--- src/rtl/serial_debug_arbiter_if.sv ---
`default_nettype none
// ============================================================================
// Module      : serial_debug_arbiter_if
// Description : Requester handshake, response and debug-ring signal bundle.
// Revision    : 1.0 - initial release
// ============================================================================
interface serial_debug_arbiter_if #(
  parameter int BITS = 128
);
  localparam int SF_BITS = BITS + 16;

  logic [7:0]         prescaler;
  logic               req0_valid;
  logic               req1_valid;
  logic [SF_BITS-1:0] req0_frame;
  logic [SF_BITS-1:0] req1_frame;
  logic               req0_ready;
  logic               req1_ready;
  logic               rsp0_valid;
  logic               rsp1_valid;
  logic [SF_BITS-1:0] rsp_frame;
  logic               rsp_timeout;
  logic               busy;
  logic               debug_rx_data;
  logic               debug_rx_clk;
  logic               debug_tx_data;
  logic               debug_tx_clk;

  modport master (
    output prescaler, req0_valid, req1_valid, req0_frame, req1_frame,
    output debug_tx_data, debug_tx_clk,
    input  req0_ready, req1_ready, rsp0_valid, rsp1_valid, rsp_frame,
    input  rsp_timeout, busy, debug_rx_data, debug_rx_clk
  );

  modport slave (
    input  prescaler, req0_valid, req1_valid, req0_frame, req1_frame,
    input  debug_tx_data, debug_tx_clk,
    output req0_ready, req1_ready, rsp0_valid, rsp1_valid, rsp_frame,
    output rsp_timeout, busy, debug_rx_data, debug_rx_clk
  );
endinterface
`default_nettype wire

--- src/rtl/serial_debug_arbiter.sv ---
`default_nettype none
// ============================================================================
// Module      : serial_debug_arbiter
// Description : Round-robin arbiter for two requesters sharing a serial debug
//               ring; shifts a frame out MSB first and collects the reply.
// Revision    : 1.0 - initial release
// ============================================================================
module serial_debug_arbiter #(
  parameter int BITS    = 128,
  parameter int TIMEOUT = 65535
) (
  input  wire logic             clk,
  input  wire logic             rst_n,
  serial_debug_arbiter_if.slave bus
);
  localparam int SF_BITS = BITS + 16;
  localparam int CW      = $clog2(SF_BITS + 1);
  localparam int TW      = (TIMEOUT > 1) ? $clog2(TIMEOUT + 1) : 1;
  localparam logic [TW-1:0] TO_LAST = (TIMEOUT > 0) ? TW'(TIMEOUT - 1) : '0;
  localparam logic [CW-1:0] SF_CNT  = CW'(SF_BITS);
  localparam logic [CW-1:0] SF_LAST = CW'(SF_BITS - 1);

  typedef enum logic [2:0] {
    IDLE    = 3'd0,
    TX_LOW  = 3'd1,
    TX_HIGH = 3'd2,
    RX_WAIT = 3'd3,
    RESP    = 3'd4
  } state_e;

  state_e             state_q, state_d;
  logic [SF_BITS-1:0] shift_q, shift_d;
  logic [SF_BITS-1:0] rx_shift_q, rx_shift_d;
  logic [SF_BITS-1:0] rsp_frame_q, rsp_frame_d;
  logic [CW-1:0]      bit_q, bit_d;
  logic [CW-1:0]      rx_cnt_q, rx_cnt_d;
  logic [TW-1:0]      to_q, to_d;
  logic [7:0]         presc_q, presc_d;
  logic               grant_q, grant_d;
  logic               last_q, last_d;
  logic               rsp_to_q, rsp_to_d;
  logic               rsp0_q, rsp0_d, rsp1_q, rsp1_d;
  logic               rx_clk_q, rx_clk_d, rx_dat_q, rx_dat_d;
  logic               busy_q, busy_d;
  logic               tx_clk_s1_q, tx_clk_s2_q, tx_clk_prev_q;
  logic               tx_dat_s1_q, tx_dat_s2_q;

  logic [7:0] w_presc_eff;
  logic       w_phase_done, w_rise, w_armed, w_pick1, w_accept;
  logic       w_rx_done, w_to_hit;

  assign w_presc_eff  = (bus.prescaler == 8'd0) ? 8'd1 : bus.prescaler;
  assign w_phase_done = (presc_q >= w_presc_eff - 8'd1);
  assign w_rise       = tx_clk_s2_q & ~tx_clk_prev_q;
  assign w_armed      = (state_q == TX_LOW) || (state_q == TX_HIGH) || (state_q == RX_WAIT);
  // last_q holds the previous grant; on a tie the other requester wins.
  assign w_pick1      = bus.req1_valid & (~bus.req0_valid | ~last_q);
  assign w_accept     = (state_q == IDLE) & (bus.req0_valid | bus.req1_valid);

  assign bus.req0_ready    = rst_n & w_accept & ~w_pick1;
  assign bus.req1_ready    = rst_n & w_accept & w_pick1;
  assign bus.rsp0_valid    = rsp0_q;
  assign bus.rsp1_valid    = rsp1_q;
  assign bus.rsp_frame     = rsp_frame_q;
  assign bus.rsp_timeout   = rsp_to_q;
  assign bus.busy          = busy_q;
  assign bus.debug_rx_clk  = rx_clk_q;
  assign bus.debug_rx_data = rx_dat_q;

  always_comb begin
    state_d     = state_q;
    shift_d     = shift_q;
    grant_d     = grant_q;
    last_d      = last_q;
    presc_d     = presc_q;
    bit_d       = bit_q;
    rx_cnt_d    = rx_cnt_q;
    rx_shift_d  = rx_shift_q;
    to_d        = to_q;
    rsp_frame_d = rsp_frame_q;
    rsp_to_d    = rsp_to_q;
    rsp0_d      = 1'b0;
    rsp1_d      = 1'b0;
    w_to_hit    = 1'b0;

    if (w_accept) begin
      rx_cnt_d   = '0;
      rx_shift_d = '0;
      to_d       = '0;
    end else if (w_armed) begin
      if (w_rise) begin
        to_d = '0;
        if (rx_cnt_q != SF_CNT) begin
          rx_shift_d = {rx_shift_q[SF_BITS-2:0], tx_dat_s2_q};
          rx_cnt_d   = rx_cnt_q + CW'(1);
        end
      end else if (to_q != '1) begin
        to_d = to_q + TW'(1);
      end
    end
    w_rx_done = (rx_cnt_d == SF_CNT);

    case (state_q)
      IDLE: begin
        if (w_accept) begin
          grant_d = w_pick1;
          last_d  = w_pick1;
          shift_d = w_pick1 ? bus.req1_frame : bus.req0_frame;
          presc_d = '0;
          bit_d   = '0;
          state_d = TX_LOW;
        end
      end
      TX_LOW: begin
        if (w_phase_done) begin
          presc_d = '0;
          state_d = TX_HIGH;
        end else begin
          presc_d = presc_q + 8'd1;
        end
      end
      TX_HIGH: begin
        if (w_phase_done) begin
          presc_d = '0;
          shift_d = {shift_q[SF_BITS-2:0], 1'b0};
          bit_d   = bit_q + CW'(1);
          if (bit_q == SF_LAST) begin
            // Abort window measures silence after the last bit leaves.
            to_d    = '0;
            state_d = w_rx_done ? RESP : RX_WAIT;
          end else begin
            state_d = TX_LOW;
          end
        end else begin
          presc_d = presc_q + 8'd1;
        end
      end
      RX_WAIT: begin
        if (w_rx_done) begin
          state_d = RESP;
        end else if (!w_rise && (to_q >= TO_LAST)) begin
          w_to_hit = 1'b1;
          state_d  = RESP;
        end
      end
      RESP:    state_d = IDLE;
      default: state_d = IDLE;
    endcase

    if (state_d == RESP) begin
      rsp_frame_d = rx_shift_d;
      rsp_to_d    = w_to_hit;
      rsp0_d      = ~grant_q;
      rsp1_d      = grant_q;
    end

    rx_clk_d = (state_d != TX_LOW);
    rx_dat_d = ((state_d == TX_LOW) || (state_d == TX_HIGH)) ? shift_d[SF_BITS-1] : 1'b0;
    busy_d   = (state_d != IDLE);
  end

  always_ff @(posedge clk or negedge rst_n) begin
    if (!rst_n) begin
      state_q       <= IDLE;
      shift_q       <= '0;
      rx_shift_q    <= '0;
      rsp_frame_q   <= '0;
      bit_q         <= '0;
      rx_cnt_q      <= '0;
      to_q          <= '0;
      presc_q       <= '0;
      grant_q       <= 1'b0;
      last_q        <= 1'b1;
      rsp_to_q      <= 1'b0;
      rsp0_q        <= 1'b0;
      rsp1_q        <= 1'b0;
      rx_clk_q      <= 1'b1;
      rx_dat_q      <= 1'b0;
      busy_q        <= 1'b0;
      tx_clk_s1_q   <= 1'b1;
      tx_clk_s2_q   <= 1'b1;
      tx_clk_prev_q <= 1'b1;
      tx_dat_s1_q   <= 1'b0;
      tx_dat_s2_q   <= 1'b0;
    end else begin
      state_q       <= state_d;
      shift_q       <= shift_d;
      rx_shift_q    <= rx_shift_d;
      rsp_frame_q   <= rsp_frame_d;
      bit_q         <= bit_d;
      rx_cnt_q      <= rx_cnt_d;
      to_q          <= to_d;
      presc_q       <= presc_d;
      grant_q       <= grant_d;
      last_q        <= last_d;
      rsp_to_q      <= rsp_to_d;
      rsp0_q        <= rsp0_d;
      rsp1_q        <= rsp1_d;
      rx_clk_q      <= rx_clk_d;
      rx_dat_q      <= rx_dat_d;
      busy_q        <= busy_d;
      tx_clk_s1_q   <= bus.debug_tx_clk;
      tx_clk_s2_q   <= tx_clk_s1_q;
      tx_clk_prev_q <= tx_clk_s2_q;
      tx_dat_s1_q   <= bus.debug_tx_data;
      tx_dat_s2_q   <= tx_dat_s1_q;
    end
  end
endmodule
`default_nettype wire

--- src/flat_wrapper.sv ---
// flat-port wrapper written by rule: the top's interface ports become plain ports
module serial_debug_arbiter_flat 
#(
  parameter int BITS    = 128,
  parameter int TIMEOUT = 65535
)
  (clk, rst_n, bus_prescaler, bus_req0_valid, bus_req1_valid, bus_req0_frame, bus_req1_frame, bus_debug_tx_data, bus_debug_tx_clk, bus_req0_ready, bus_req1_ready, bus_rsp0_valid, bus_rsp1_valid, bus_rsp_frame, bus_rsp_timeout, bus_busy, bus_debug_rx_data, bus_debug_rx_clk);
  serial_debug_arbiter_if #(.BITS(BITS)) bus_i ();
  input  wire logic clk;
  input  wire logic rst_n;
  input wire logic [$bits(bus_i.prescaler)-1:0] bus_prescaler;
  input wire logic [$bits(bus_i.req0_valid)-1:0] bus_req0_valid;
  input wire logic [$bits(bus_i.req1_valid)-1:0] bus_req1_valid;
  input wire logic [$bits(bus_i.req0_frame)-1:0] bus_req0_frame;
  input wire logic [$bits(bus_i.req1_frame)-1:0] bus_req1_frame;
  input wire logic [$bits(bus_i.debug_tx_data)-1:0] bus_debug_tx_data;
  input wire logic [$bits(bus_i.debug_tx_clk)-1:0] bus_debug_tx_clk;
  output wire logic [$bits(bus_i.req0_ready)-1:0] bus_req0_ready;
  output wire logic [$bits(bus_i.req1_ready)-1:0] bus_req1_ready;
  output wire logic [$bits(bus_i.rsp0_valid)-1:0] bus_rsp0_valid;
  output wire logic [$bits(bus_i.rsp1_valid)-1:0] bus_rsp1_valid;
  output wire logic [$bits(bus_i.rsp_frame)-1:0] bus_rsp_frame;
  output wire logic [$bits(bus_i.rsp_timeout)-1:0] bus_rsp_timeout;
  output wire logic [$bits(bus_i.busy)-1:0] bus_busy;
  output wire logic [$bits(bus_i.debug_rx_data)-1:0] bus_debug_rx_data;
  output wire logic [$bits(bus_i.debug_rx_clk)-1:0] bus_debug_rx_clk;
  assign bus_i.prescaler = bus_prescaler;
  assign bus_i.req0_valid = bus_req0_valid;
  assign bus_i.req1_valid = bus_req1_valid;
  assign bus_i.req0_frame = bus_req0_frame;
  assign bus_i.req1_frame = bus_req1_frame;
  assign bus_i.debug_tx_data = bus_debug_tx_data;
  assign bus_i.debug_tx_clk = bus_debug_tx_clk;
  assign bus_req0_ready = bus_i.req0_ready;
  assign bus_req1_ready = bus_i.req1_ready;
  assign bus_rsp0_valid = bus_i.rsp0_valid;
  assign bus_rsp1_valid = bus_i.rsp1_valid;
  assign bus_rsp_frame = bus_i.rsp_frame;
  assign bus_rsp_timeout = bus_i.rsp_timeout;
  assign bus_busy = bus_i.busy;
  assign bus_debug_rx_data = bus_i.debug_rx_data;
  assign bus_debug_rx_clk = bus_i.debug_rx_clk;
  serial_debug_arbiter #(.BITS(BITS), .TIMEOUT(TIMEOUT)) u_core (.clk(clk), .rst_n(rst_n), .bus(bus_i));
endmodule
--- config.mk ---
export PLATFORM = sky130hd
export DESIGN_NAME = serial_debug_arbiter_flat
export DESIGN_NICKNAME = d
export VERILOG_FILES = /design/src/rtl/serial_debug_arbiter_if.sv /design/src/rtl/serial_debug_arbiter.sv /design/src/flat_wrapper.sv
export SDC_FILE = /design/constraint.sdc
export NUM_CORES = 1
export LEC_CHECK = 0
export BUFFER_PORTS_ARGS = -buffer_cell sky130_fd_sc_hd__buf_2
export CAP_MARGIN = 20
export CELL_PAD_IN_SITES_DETAIL_PLACEMENT = 0
export CELL_PAD_IN_SITES_GLOBAL_PLACEMENT = 1
export CORE_AREA = 10 10 232 234
export CTS_BUF_LIST = sky130_fd_sc_hd__clkbuf_4 sky130_fd_sc_hd__clkbuf_8
export CTS_CLUSTER_SIZE = 40
export DETAILED_ROUTE_END_ITERATION = 12
export DIE_AREA = 0 0 242 244
export PLACE_DENSITY_LB_ADDON = 0.1
export SLEW_MARGIN = 10
export SYNTH_ARGS = -nofsm -noshare
export SYNTH_HDL_FRONTEND = slang
export SYNTH_SLANG_ARGS = --single-unit
--- constraint.sdc ---
create_clock -name clk -period 3.5 [get_ports clk]
set_input_delay 0.35 -clock clk [delete_from_list [all_inputs] [get_ports clk]]
set_output_delay 0.35 -clock clk [all_outputs]
set_load 0.1 [all_outputs]
==> impl_metrics.py <==
metrics = {
    "layout": {
        "fin_nets": 2826,
        "final.fill_count": 4633,
        "final_common_cell": "nand2_1",
        "layout_common_cells": "nand2_1 (600), dfrtp_1 (483), buf_2 (452)",
        "drive_gt1_share_pct": 27.8,
        "syn_to_final_growth_pct": 23.7,
    },
    "power_and_ir_drop": {
        "power_density_nw_per_um2": 627,
        "power_uw": 16600,
        "vdd_ir_drop_max_mv": 0.300,
        "leakagePower_uw": 0.0114,
    },
    "timing": {
        "slew_viol_final": 0,
        "worst_pin_slew_ps": 940,
        "whs_ps": 53.9,
        "setup-violations-final": 0,
        "clock.fmax_mhz": 303,
        "finalHoldViolations": 0,
        "fin_skew_ps": 26.9,
        "min_period_ps": 3300,
        "fin_crit_sh_pct": 94.2,
        "rsz0062_at_grt": "false",
        "tns_ps": 0,
        "relSlewSlack_pct": 37.4,
    },
    "cts": {
        "root_buffer": "clkbuf_8",
        "cts_buffer_depth": 3,
        "cts_tree": "yes",
        "clk_pin_slew_ps": 60,
        "cts_buffers": 82,
        "clk_latency_ps": 640,
        "cts_setup_buffers": 0,
        "clock_sinks": 488,
        "htree_levels": 3,
    },
    "global_routing": {
        "grt_start_max_net_pins": 163,
        "grt_use_total_pct": 20.8,
        "overflow": 0,
        "top_usage_layer": "met2",
        "grt.met3_usage_pct": 5.86,
        "gr-usage-met1_pct": 27.0,
        "antenna_found_initial": 8,
        "grt_pass1_vias": 17700,
        "met2_usage_pct": 33.6,
        "grt_pass1_wl_mm": 99.7,
    },
    "floorplan": {
        "rows": 82,
        "fp.dieArea_um2": 59000,
        "core-area_um2": 49500,
        "initial_core_util_pct": 43.2,
        "die_width_um": 242,
        "die_h_um": 244,
        "pin_count": 454,
    },
    "worst_setup_path": {
        "crit_arrival_ps": 2950,
        "critPathMaxFanout": 81,
        "critical_path.cell_chain": "nor3_4, nor2b_4, buf_16, and3_1, buf_2",
        "slowest_stage": "dfrtp_1",
        "start_kind": "flop",
        "critical_path_class": "reg -> out",
        "required_ps": 3150,
        "worstSetupEndpointType": "output port",
        "max_stage_delay_ps": 550,
    },
    "drt": {
        "wl_per_cell_um": 19.5,
        "drt_iter0_drc": 1186,
        "drt_wl_total_mm": 63.4,
        "drtAntennaViolNets": 0,
        "drc": 0,
        "num_vias": 17200,
        "drt_first_pass_iters": 6,
        "via_per_inst": 5.29,
    },
    "yosys": {
        "yosysWarnings": 0,
        "synth_ff_type": "dfrtp_1",
        "synth.avg_cell_area_um2": 10.4,
        "synthArstFlopShare_pct": 100,
        "netlist_instances": 2057,
        "yosysSeqAreaShare_pct": 57.2,
        "synth_area_um2": 21300,
        "synth.largest_area_cell": "dfrtp_1",
        "synth_nets": 2374,
        "synth_top_area_share_pct": 56.6,
        "synth_area_leaders": "dfrtp_1 (57%), nand2_1 (11%), a21oi_1 (6.9%)",
        "synthDistinctLibCells": 60,
        "synth_seq_cells": 488,
        "synth_edf_count": 0,
    },
    "placed_design": {
        "dp.final_hpwl_mm": 44.0,
        "numPortBuffers": 453,
        "routabilityCongestion": 0.867,
    },
    "job": {
        "max-cap-violations": 0,
    },
    "status": {
        "status": "complete, no violations",
    },
    "hold_path": {
        "hold_class": "in -> reg",
    },
}
[power breakdown]
part | internal [uW] | switching [uW]
Sequential | 6680 | 695
Clock | 3320 | 2280
Combinational | 1560 | 2030
[worst paths after layout]
kind / from / endpoint / slack [ps] / depth (start not counted)
setup / recovery: u_core.state_q[0] / bus_req0_ready / 200 / 5
hold / removal: bus_req0_frame[0] / u_core.shift_q[0] / 50 / 3
setup reg to reg: u_core.rx_cnt_q[0] / u_core.bus.rsp_frame[79] / 380 / 10
hold reg to reg: u_core.tx_clk_s1_q / u_core.tx_clk_s2_q / 360 / 0
max in group asynchronous: rst_n / u_core.shift_q[73] / 1890 / 3
min in group asynchronous: rst_n / u_core.bus.rsp_frame[138] / 260 / 2
[per-stage QoR]
stage          util, %  setup WS, ps  instance area, um2  instances
2_1_floorplan        -           179               21300       2057
3_3_place_gp      49.5          -117               24500       3091
3_5_place_dp      49.5          -170               24500       3091
4_1_cts           53.4          93.5               26400       3243
5_1_grt           53.4          9.52               26400       3246
6_report          53.4           202               26400       3246
[final cells by class]
type	count	area, um2	area share (%)
repair buffers	519	3020	11.4
clock inverters	15	180	0.682
multi-input cells	1408	8430	31.9
diodes	3	7.51	0.0284
clock buffers	131	1670	6.33
flip-flops and latches	488	12200	46.3
inverters	10	37.5	0.142
well taps	672	841	3.18
[kinds of logic (layout without fill, tap and decap cells)]
family          Yosys count  after routing  synth area share, %
simple gates            722            722                 13.7
xor+xnor                 28             28                 1.15
buf+inv                 161            675                 3.59
compound gates          490            490                 15.4
flops                   488            488                 57.2
mux                     153            153                 8.04
other cells               0              3                    0
fa+ha+maj                15             15                0.879
[worst max-delay path: cells and delay by family, from the launching register on]
family / cells / cell delay (ps)
buf+inv: 2 / 780
flops: 1 / 550
simple gates: 3 / 970
[routing by layer]
metal	wire length, um	vias up
met3	4470	82
li1	-	8103
met4	1120	8
met2	30200	491
met5	46	-
met1	27600	8494
[flip-flops by register name (all words and copies together) (netlist names), 3 cells and up]
signal and flops:
u_core.bit_q 8, u_core.presc_q 8, u_core.state_q 3, u_core.bus.rsp_frame 144, u_core.rx_cnt_q 8, u_core.rx_shift_q 144, u_core.shift_q 144, u_core.to_q 16
[cell usage after synthesis, types with 2 or more instances]
master      n
nand2_1   601
dfrtp_1   483
a21oi_1   294
a221o_1   143
clkbuf_1  116
mux2_1    116
nor2_1     41
mux2_2     31
o21ai_0    22
nand3_1    18
xor2_1     16
ha_1       15
and3_1     12
xnor2_1    12
buf_1      11
buf_8      11
inv_1      10
buf_2       9
nand4_1     9
nand2b_1    7
mux2i_1     6
dfstp_2     5
nor3_1      5
a31oi_1     4
nor2b_1     4
nor4_1      4
or3_1       4
a211oi_1    3
and2_1      3
and4_1      3
buf_6       3
o21a_1      3
o31ai_1     3
a211oi_2    2
a31o_2      2
or2_2       2
[what timing repair did]
action | 4_1_cts | 5_1_grt
endpoints found under the setup margin | 1 | 0
hold buffers | 5 | 0
endpoints found under the hold margin | 61 | 0
resized for setup | 1 | 0
Power figures use the tool's default switching activity.
